===== config.mk =====
export PLATFORM = sky130hd
export DESIGN_NAME = dmi_jtag_dtm
export DESIGN_NICKNAME = d
export VERILOG_FILES = /design/src/rtl/dmi_jtag_dtm.sv
export SDC_FILE = /design/constraint.sdc
export NUM_CORES = 1
export LEC_CHECK = 0
export CAP_MARGIN = 25
export CELL_PAD_IN_SITES_DETAIL_PLACEMENT = 1
export CELL_PAD_IN_SITES_GLOBAL_PLACEMENT = 2
export CORE_UTILIZATION = 40
export CTS_CLUSTER_DIAMETER = 120
export DETAILED_ROUTE_END_ITERATION = 12
export GPL_TIMING_DRIVEN = 1
export PLACE_DENSITY_LB_ADDON = 0.15
export SLEW_MARGIN = 40
export SYNTH_ARGS = -nofsm -noshare
export SYNTH_HDL_FRONTEND = slang
export SYNTH_SLANG_ARGS = --single-unit

===== constraint.sdc =====
create_clock -name clk -period 5.1 [get_ports clk]
set_clock_uncertainty 0.05 [all_clocks]
set_input_delay 1.02 -clock clk [delete_from_list [all_inputs] [get_ports clk]]
set_output_delay 1.02 -clock clk [all_outputs]
set_load 0.02 [all_outputs]

===== src/rtl/dmi_jtag_dtm.sv =====
// dmi_jtag_dtm: JTAG debug transport module, oversampled in clk, driving a valid/ready DMI port
module dmi_jtag_dtm #(
    parameter int          ABITS  = 7,
    parameter logic [31:0] IDCODE = 32'h0000_0001,
    parameter int          IR_LEN = 5
) (
    input  logic             clk,
    input  logic             resetn,
    input  logic             tck,
    input  logic             tms,
    input  logic             tdi,
    output logic             tdo,
    output logic             tdo_en,
    output logic             dmi_valid,
    input  logic             dmi_ready,
    output logic             dmi_write,
    output logic [ABITS-1:0] dmi_addr,
    output logic [31:0]      dmi_wdata,
    input  logic [31:0]      dmi_rdata
);
    localparam int DW = ABITS + 34;
    localparam logic [IR_LEN-1:0] IR_IDCODE = IR_LEN'(5'h01);
    localparam logic [IR_LEN-1:0] IR_DTMCS  = IR_LEN'(5'h10);
    localparam logic [IR_LEN-1:0] IR_DMI    = IR_LEN'(5'h11);
    typedef enum logic [3:0] {
        TLR, RTI, SEL_DR, CAP_DR, SH_DR, EX1_DR, PS_DR, EX2_DR, UP_DR,
        SEL_IR, CAP_IR, SH_IR, EX1_IR, PS_IR, EX2_IR, UP_IR
    } tap_t;
    tap_t state, nxt;
    logic [1:0] tck_s, tms_s, tdi_s;
    logic tck_q, rise, fall, tms_v, tdi_v;
    logic [IR_LEN-1:0] ir, ir_sr;
    logic [31:0] sr32, result, res_now;
    logic [DW-1:0] dmi_sr;
    logic byp, discard, done, busy, dr_lsb;
    logic [1:0] sticky, op_now;
    logic [31:0] dtmcs_cap;
    assign rise = tck_s[1] & ~tck_q;
    assign fall = ~tck_s[1] & tck_q;
    assign tms_v = tms_s[1];
    assign tdi_v = tdi_s[1];
    assign tdo_en = (state == SH_IR) || (state == SH_DR);
    assign done = dmi_valid && dmi_ready;
    assign busy = dmi_valid && !dmi_ready;
    assign res_now = (done && !dmi_write && !discard) ? dmi_rdata : result;
    assign op_now = (busy || sticky == 2'd3) ? 2'd3 : sticky;
    assign dtmcs_cap = {17'b0, 3'd1, sticky, 6'(ABITS), 4'd1};
    assign dr_lsb = (ir == IR_DMI) ? dmi_sr[0] : (ir == IR_IDCODE || ir == IR_DTMCS) ? sr32[0] : byp;
    // TAP next-state function
    always_comb begin
        nxt = state;
        case (state)
            TLR:     nxt = tms_v ? TLR    : RTI;
            RTI:     nxt = tms_v ? SEL_DR : RTI;
            SEL_DR:  nxt = tms_v ? SEL_IR : CAP_DR;
            CAP_DR:  nxt = tms_v ? EX1_DR : SH_DR;
            SH_DR:   nxt = tms_v ? EX1_DR : SH_DR;
            EX1_DR:  nxt = tms_v ? UP_DR  : PS_DR;
            PS_DR:   nxt = tms_v ? EX2_DR : PS_DR;
            EX2_DR:  nxt = tms_v ? UP_DR  : SH_DR;
            UP_DR:   nxt = tms_v ? SEL_DR : RTI;
            SEL_IR:  nxt = tms_v ? TLR    : CAP_IR;
            CAP_IR:  nxt = tms_v ? EX1_IR : SH_IR;
            SH_IR:   nxt = tms_v ? EX1_IR : SH_IR;
            EX1_IR:  nxt = tms_v ? UP_IR  : PS_IR;
            PS_IR:   nxt = tms_v ? EX2_IR : PS_IR;
            EX2_IR:  nxt = tms_v ? UP_IR  : SH_IR;
            default: nxt = tms_v ? SEL_DR : RTI;
        endcase
    end
    // Pin synchronizers and previous tck for edge detection
    always_ff @(posedge clk or negedge resetn) begin
        if (!resetn) begin
            tck_s <= '0;
            tms_s <= '0;
            tdi_s <= '0;
            tck_q <= 1'b0;
        end else begin
            tck_s <= {tck_s[0], tck};
            tms_s <= {tms_s[0], tms};
            tdi_s <= {tdi_s[0], tdi};
            tck_q <= tck_s[1];
        end
    end
    // TAP, scan registers, status and the DMI handshake
    always_ff @(posedge clk or negedge resetn) begin
        if (!resetn) begin
            state     <= TLR;
            ir        <= IR_IDCODE;
            ir_sr     <= '0;
            sr32      <= '0;
            dmi_sr    <= '0;
            byp       <= 1'b0;
            tdo       <= 1'b0;
            sticky    <= '0;
            result    <= '0;
            discard   <= 1'b0;
            dmi_valid <= 1'b0;
            dmi_write <= 1'b0;
            dmi_addr  <= '0;
            dmi_wdata <= '0;
        end else begin
            if (done) begin
                dmi_valid <= 1'b0;
                discard   <= 1'b0;
                if (!dmi_write && !discard) result <= dmi_rdata;
            end
            if (fall && tdo_en) tdo <= (state == SH_IR) ? ir_sr[0] : dr_lsb;
            if (rise) begin
                state <= nxt;
                if (nxt == TLR) ir <= IR_IDCODE;
                case (state)
                    CAP_IR: ir_sr <= IR_LEN'(1);
                    SH_IR:  ir_sr <= {tdi_v, ir_sr[IR_LEN-1:1]};
                    UP_IR:  ir <= ir_sr;
                    CAP_DR: begin
                        byp    <= 1'b0;
                        sr32   <= (ir == IR_DTMCS) ? dtmcs_cap : IDCODE;
                        dmi_sr <= {dmi_addr, res_now, op_now};
                    end
                    SH_DR: begin
                        byp    <= tdi_v;
                        sr32   <= {tdi_v, sr32[31:1]};
                        dmi_sr <= {tdi_v, dmi_sr[DW-1:1]};
                    end
                    UP_DR: begin
                        if (ir == IR_DTMCS) begin
                            if (sr32[16] || sr32[17]) sticky <= 2'd0;
                            if (sr32[17]) begin
                                result <= '0;
                                if (busy && !dmi_write) discard <= 1'b1;
                            end
                        end else if (ir == IR_DMI) begin
                            if (dmi_valid) sticky <= 2'd3;
                            else if (sticky == 2'd0 && (dmi_sr[1:0] == 2'd1 || dmi_sr[1:0] == 2'd2)) begin
                                dmi_valid <= 1'b1;
                                dmi_write <= dmi_sr[1];
                                dmi_addr  <= dmi_sr[DW-1:34];
                                dmi_wdata <= dmi_sr[33:2];
                            end
                        end
                    end
                    default: ;
                endcase
            end
        end
    end
endmodule


Yosys cells after proc, flatten, opt, wreduce, memory -nomap -nowiden
Index checks and enable logic that the tools add are counted.

operators by class
  $add $sub $neg = 0
  multipliers = 0
  divide/modulo/power cells = 0
  $lt $le $gt $ge = 0
  equality and inequality tests = 21
  shifts and indexed selects = 0
  multiplexer cells = 48
  bitwise logic cells = 6
  reduce and logical (&&, ||, !) cells = 31

operator list
  cell                                                                   count
  32-bit two-way mux                                                     7
  41-bit case mux with 2 select lines                                    1
  32-bit case mux with 2 select lines                                    1
  4-bit case mux with 11 select lines                                    1
  4-bit equality test, second input constant                             8
  1-bit two-way mux                                                      19
  4-bit by 3-bit equality test with 1-bit output, second input constant  4
  2-bit two-way mux                                                      8
  4-bit two-way mux                                                      4
  13-bit two-way mux                                                     1
  5-bit equality test, second input constant                             2
  5-bit two-way mux                                                      2
  5-bit case mux with 2 select lines                                     1
  2-bit nonzero test                                                     5
  4-bit by 2-bit equality test with 1-bit output, second input constant  2
  1-bit logical AND                                                      8
  4-bit logical NOT                                                      2
  3-bit two-way mux                                                      2
  2-bit AND reduction                                                    3
  6-bit AND reduction                                                    1
  5-bit by 1-bit equality test with 1-bit output, second input constant  1
  1-bit logical OR                                                       5
  5-bit AND reduction                                                    1
  2-bit equality test, second input constant                             2
  8 further kinds                                                        15

storage, ports and cells
  flip-flop bits (word level) = 172
  latch bits = 0
  bits in writable memories = 0
  memory bits (read-only) = 0
  bits of input ports = 38
  output and inout bits = 43
  word-level logic and storage cells = 124
  memories kept = 0

Depth between registers and ports, before layout
  word-level depth = 9
  depth in mapped cells = 7
  depth with buffers taken out = 4

Worst setup path after synthesis
OpenSTA, ideal clock, no wires.

  path kind = register -> output
  start = reg state[0]
  end = out tdo_en
  arrival time = 1578 ps
  data required time = 4030 ps
  slack = 2452 ps
  stages on the path, launching flop included = 4
  path buffers = 1
  path through = dfrtp_1 clkbuf_1 nor4b_1 a31o_2

between the ends
  longest elaborated chain between the ends = 2
  elaborated cells between the ends (all ways) = 3
  classes of those cells = eq/ne: 2; reduce/logical: 1

RTL lines
  item                                                                                   line  RTL
  start, declared                                                                        29    tap_t state, nxt;
  start signal, assigned                                                                 110   state <= nxt;
  4-bit equality test or 4-bit by 3-bit equality test with 1-bit output (tied branches)  42    assign tdo_en = (state == SH_IR) || (state == SH_DR);
  1-bit logical OR *                                                                     42
  end, declared                                                                          13    output logic tdo_en,

Mark *: on every way between the ends. The rest lies on a longest branch, timed or not.

Final worst setup path
  start = reg state[3]
  end = out tdo_en

Same word-level chain as after synthesis.

==> results.toml <==
[die]
dieWidth_um = 135
die_area_sq_mm = 0.0183
die_height_um = 135
ios = 81
num_rows = 48
initial_utilization_pct = 41.0
coreArea_sq_mm = 0.0174

[power_and_ir_drop]
power_w = 0.00382
power_density_mw_per_mm2 = 438
p_leak_nw = 4.04
peakVddDrop_mv = 0.243

[clock_tree]
htree_levels = 4
cts_hold_buf = 0
clock_latency_ps = 420
cts_buffers = 17
clockBufferDepth = 2
cts_tree = "done"
cts.sinks = 170
cts-root-buf = "clkbuf_16"
post_cts_resized = 0
clk_pin_slew_ps = 60
cts_setup_buffers = 0

[synthesis]
post_synth.cell_area_avg_sq_um = 11.8
synth-seq-cells = 170
synth_top_cells_by_area = "dfrtp_1 59%, mux2_2 6.0%, mux2i_1 4.6%"
netlist_area_sq_mm = 0.00711
yosysTopAreaCellShare_pct = 59.5
netlist_instances = 604
yosys.area.top_type = "dfrtp_1"
synth_fp_nets = 642
synth-seq-area-share_pct = 59.8
ys_warn_count = 0
yosys.cell_types.count = 48

[routing]
first_pass_iters = 4
ant_nets = 0
wirelength_mm = 17.0
remaining_drc_errors = 0
vias_per_cell = 5.41
wl_per_cell_um = 18.8
drtIter0Drc = 173
vias = 4887

[timing]
post-route-worst-setup-slack_ps = 1430
grt_setup_unrepaired = "no"
whs_ps = 302
hold_viol = 0
fmax_mhz = 273
setup_viol = 0
post-route-min-period_ps = 3670
slew_headroom_pct = 52.5
finalMaxSlewViolations = 0
fin_setup_tns_ps = 0
tightest_slew_ps = 711
period_share_pct = 71.9

[worst_setup_path]
cp_max_fo = 19
path_delay_family = "flip-flops"
worstSetupPathType = "flop to output port"
cp-start-kind = "flop"
crit_required_ps = 4030
endpoint_kind = "output port"
slowest_stage = "dfrtp_1"
critPathArrivalTime_ps = 2600
crit_chain = "nor2b_1 -> a31o_2 -> clkdlybuf4s50_1"
crit_buf_inv = 1
cp_slowest_stage_delay_ps = 740

[placement]
portBuffers = 80
dp_cells = 872
gp_congestion = 0.689
pre_cts_ws_ps = 1860
hpwl_mm = 10.5

[global_route]
grt.overflow.total = 0
grt_pass1_vias = 5444
track_usage_pct = 20.4
grt_pass1_wl_mm = 28.7
grt_max_degree = 76
antenna_found_initial = 1

[run]
max-cap-violations = 0

[layout]
n_antenna_cell = 0
synthToLayoutAreaGrowth_pct = 22.5
drive_gt1_share_pct = 13.3
n_fill_cell = 1786
stdcell_count = 904
regArea_sq_mm = 0.00426
multi_input_area_sq_mm = 0.00267
num-nets-final = 705

[status]
status = "completed"

[worst_hold_path]
hold_class = "flop to flop"
## state kept, by name, indices dropped and copies added, names as in the netlist, 4 cells and up
register	count
result	32
sr32	32
dmi_addr	7
dmi_wdata	32
ir	5
state	4
dmi_sr	41
ir_sr	5
## power by group
part / switching, W / internal, W
combinational: 0.000393 / 0.000304
clock: 0.000518 / 0.000796
sequential: 0.000246 / 0.00156
total: 0.00116 / 0.00266
## cells by family after synthesis
kind of cell           share of synthesized area, %
AND/OR/NAND/NOR                                10.2
buffers and inverters                          3.18
XOR/XNOR                                      0.123
flip-flops                                     59.8
multiplexers                                   11.0
AO/OA/AOI/OAI                                  15.7
## Yosys cell counts, drive strengths merged
cell type / n
buf: 9
xnor2: 1
mux2: 40
a21o: 33
a221oi: 1
nand2b: 6
mux2i: 33
nor4: 4
o41ai: 1
o211ai: 6
nand3b: 2
or3: 2
nand3: 8
a211oi: 34
a211o: 1
a21bo: 1
a31oi: 10
or3b: 1
clkbuf: 38
nor2: 81
o21ai: 9
o21ba: 1
inv: 5
dfstp: 1
a22o: 29
nor4bb: 1
o31ai: 3
nand4: 2
nor3b: 2
dfrtp: 169
nand2: 31
nor4b: 1
a2bb2oi: 1
a31o: 1
or4b: 3
a21oi: 18
o32a: 1
nor3: 3
a311o: 1
o221ai: 1
nor2b: 7
and3: 2
## cell usage in the layout, fill, tap and decap left out, types with 2 or more instances in the layout
cell and instances:
inv_1 5, dfrtp_1 168, o21ai_0 9, clkbuf_8 2
a21o_1 33, buf_4 10, bufinv_16 3, a22o_1 29
o211ai_1 6, and3_1 2, nor3_1 3, nor4_1 2
mux2_2 38, mux2_1 2, or4b_2 2, a21oi_1 18
clkbuf_16 17, nor2b_1 7, nand3_1 8, nor2_1 80
nand4_1 2, a31oi_1 10, nor3b_1 2, nand2_1 31
nand2b_1 6, clkdlybuf4s50_1 79, mux2i_1 33, clkbuf_1 6
o31ai_1 3, nand3b_1 2, a211oi_1 34, clkinvlp_4 2
## area by class of cell
cell class / instances / area share (%)
clock buffers: 25 / 5.46
clock inverters: 6 / 1.31
inverters: 5 / 0.215
multi-input cells: 382 / 30.6
flip-flops and latches: 170 / 48.9
well taps: 225 / 3.23
repair buffers: 91 / 10.3
## final timing paths
path,start,end,slack [ps],cells after the start
setup / recovery,state[3],tdo_en,1430,3
hold / removal,tdi_s[0],tdi_s[1],300,0
setup reg to reg,state[3],dmi_wdata[13],2020,5
hold reg to reg,tdi_s[0],tdi_s[1],300,0
max in group asynchronous,resetn,tms_s[0],3270,2
min in group asynchronous,resetn,result[8],570,1
## metrics by stage
step,cell area (sq um),util (%)
after detailed placement,8100,46.7
after CTS,8690,50.1
after floorplan,7110,-
after global routing,8710,50.2
after global placement,8100,46.6
final,8710,50.2
## metal layers
layer	up-vias	wire length [um]	global-route usage, %
met1	2531	8060	26.4
li1	2275	-	-
met3	16	678	5.95
met2	63	8140	33.5
met5	-	13	0
met4	2	150	5.62
No activity file was read; power rests on OpenSTA's default activity.
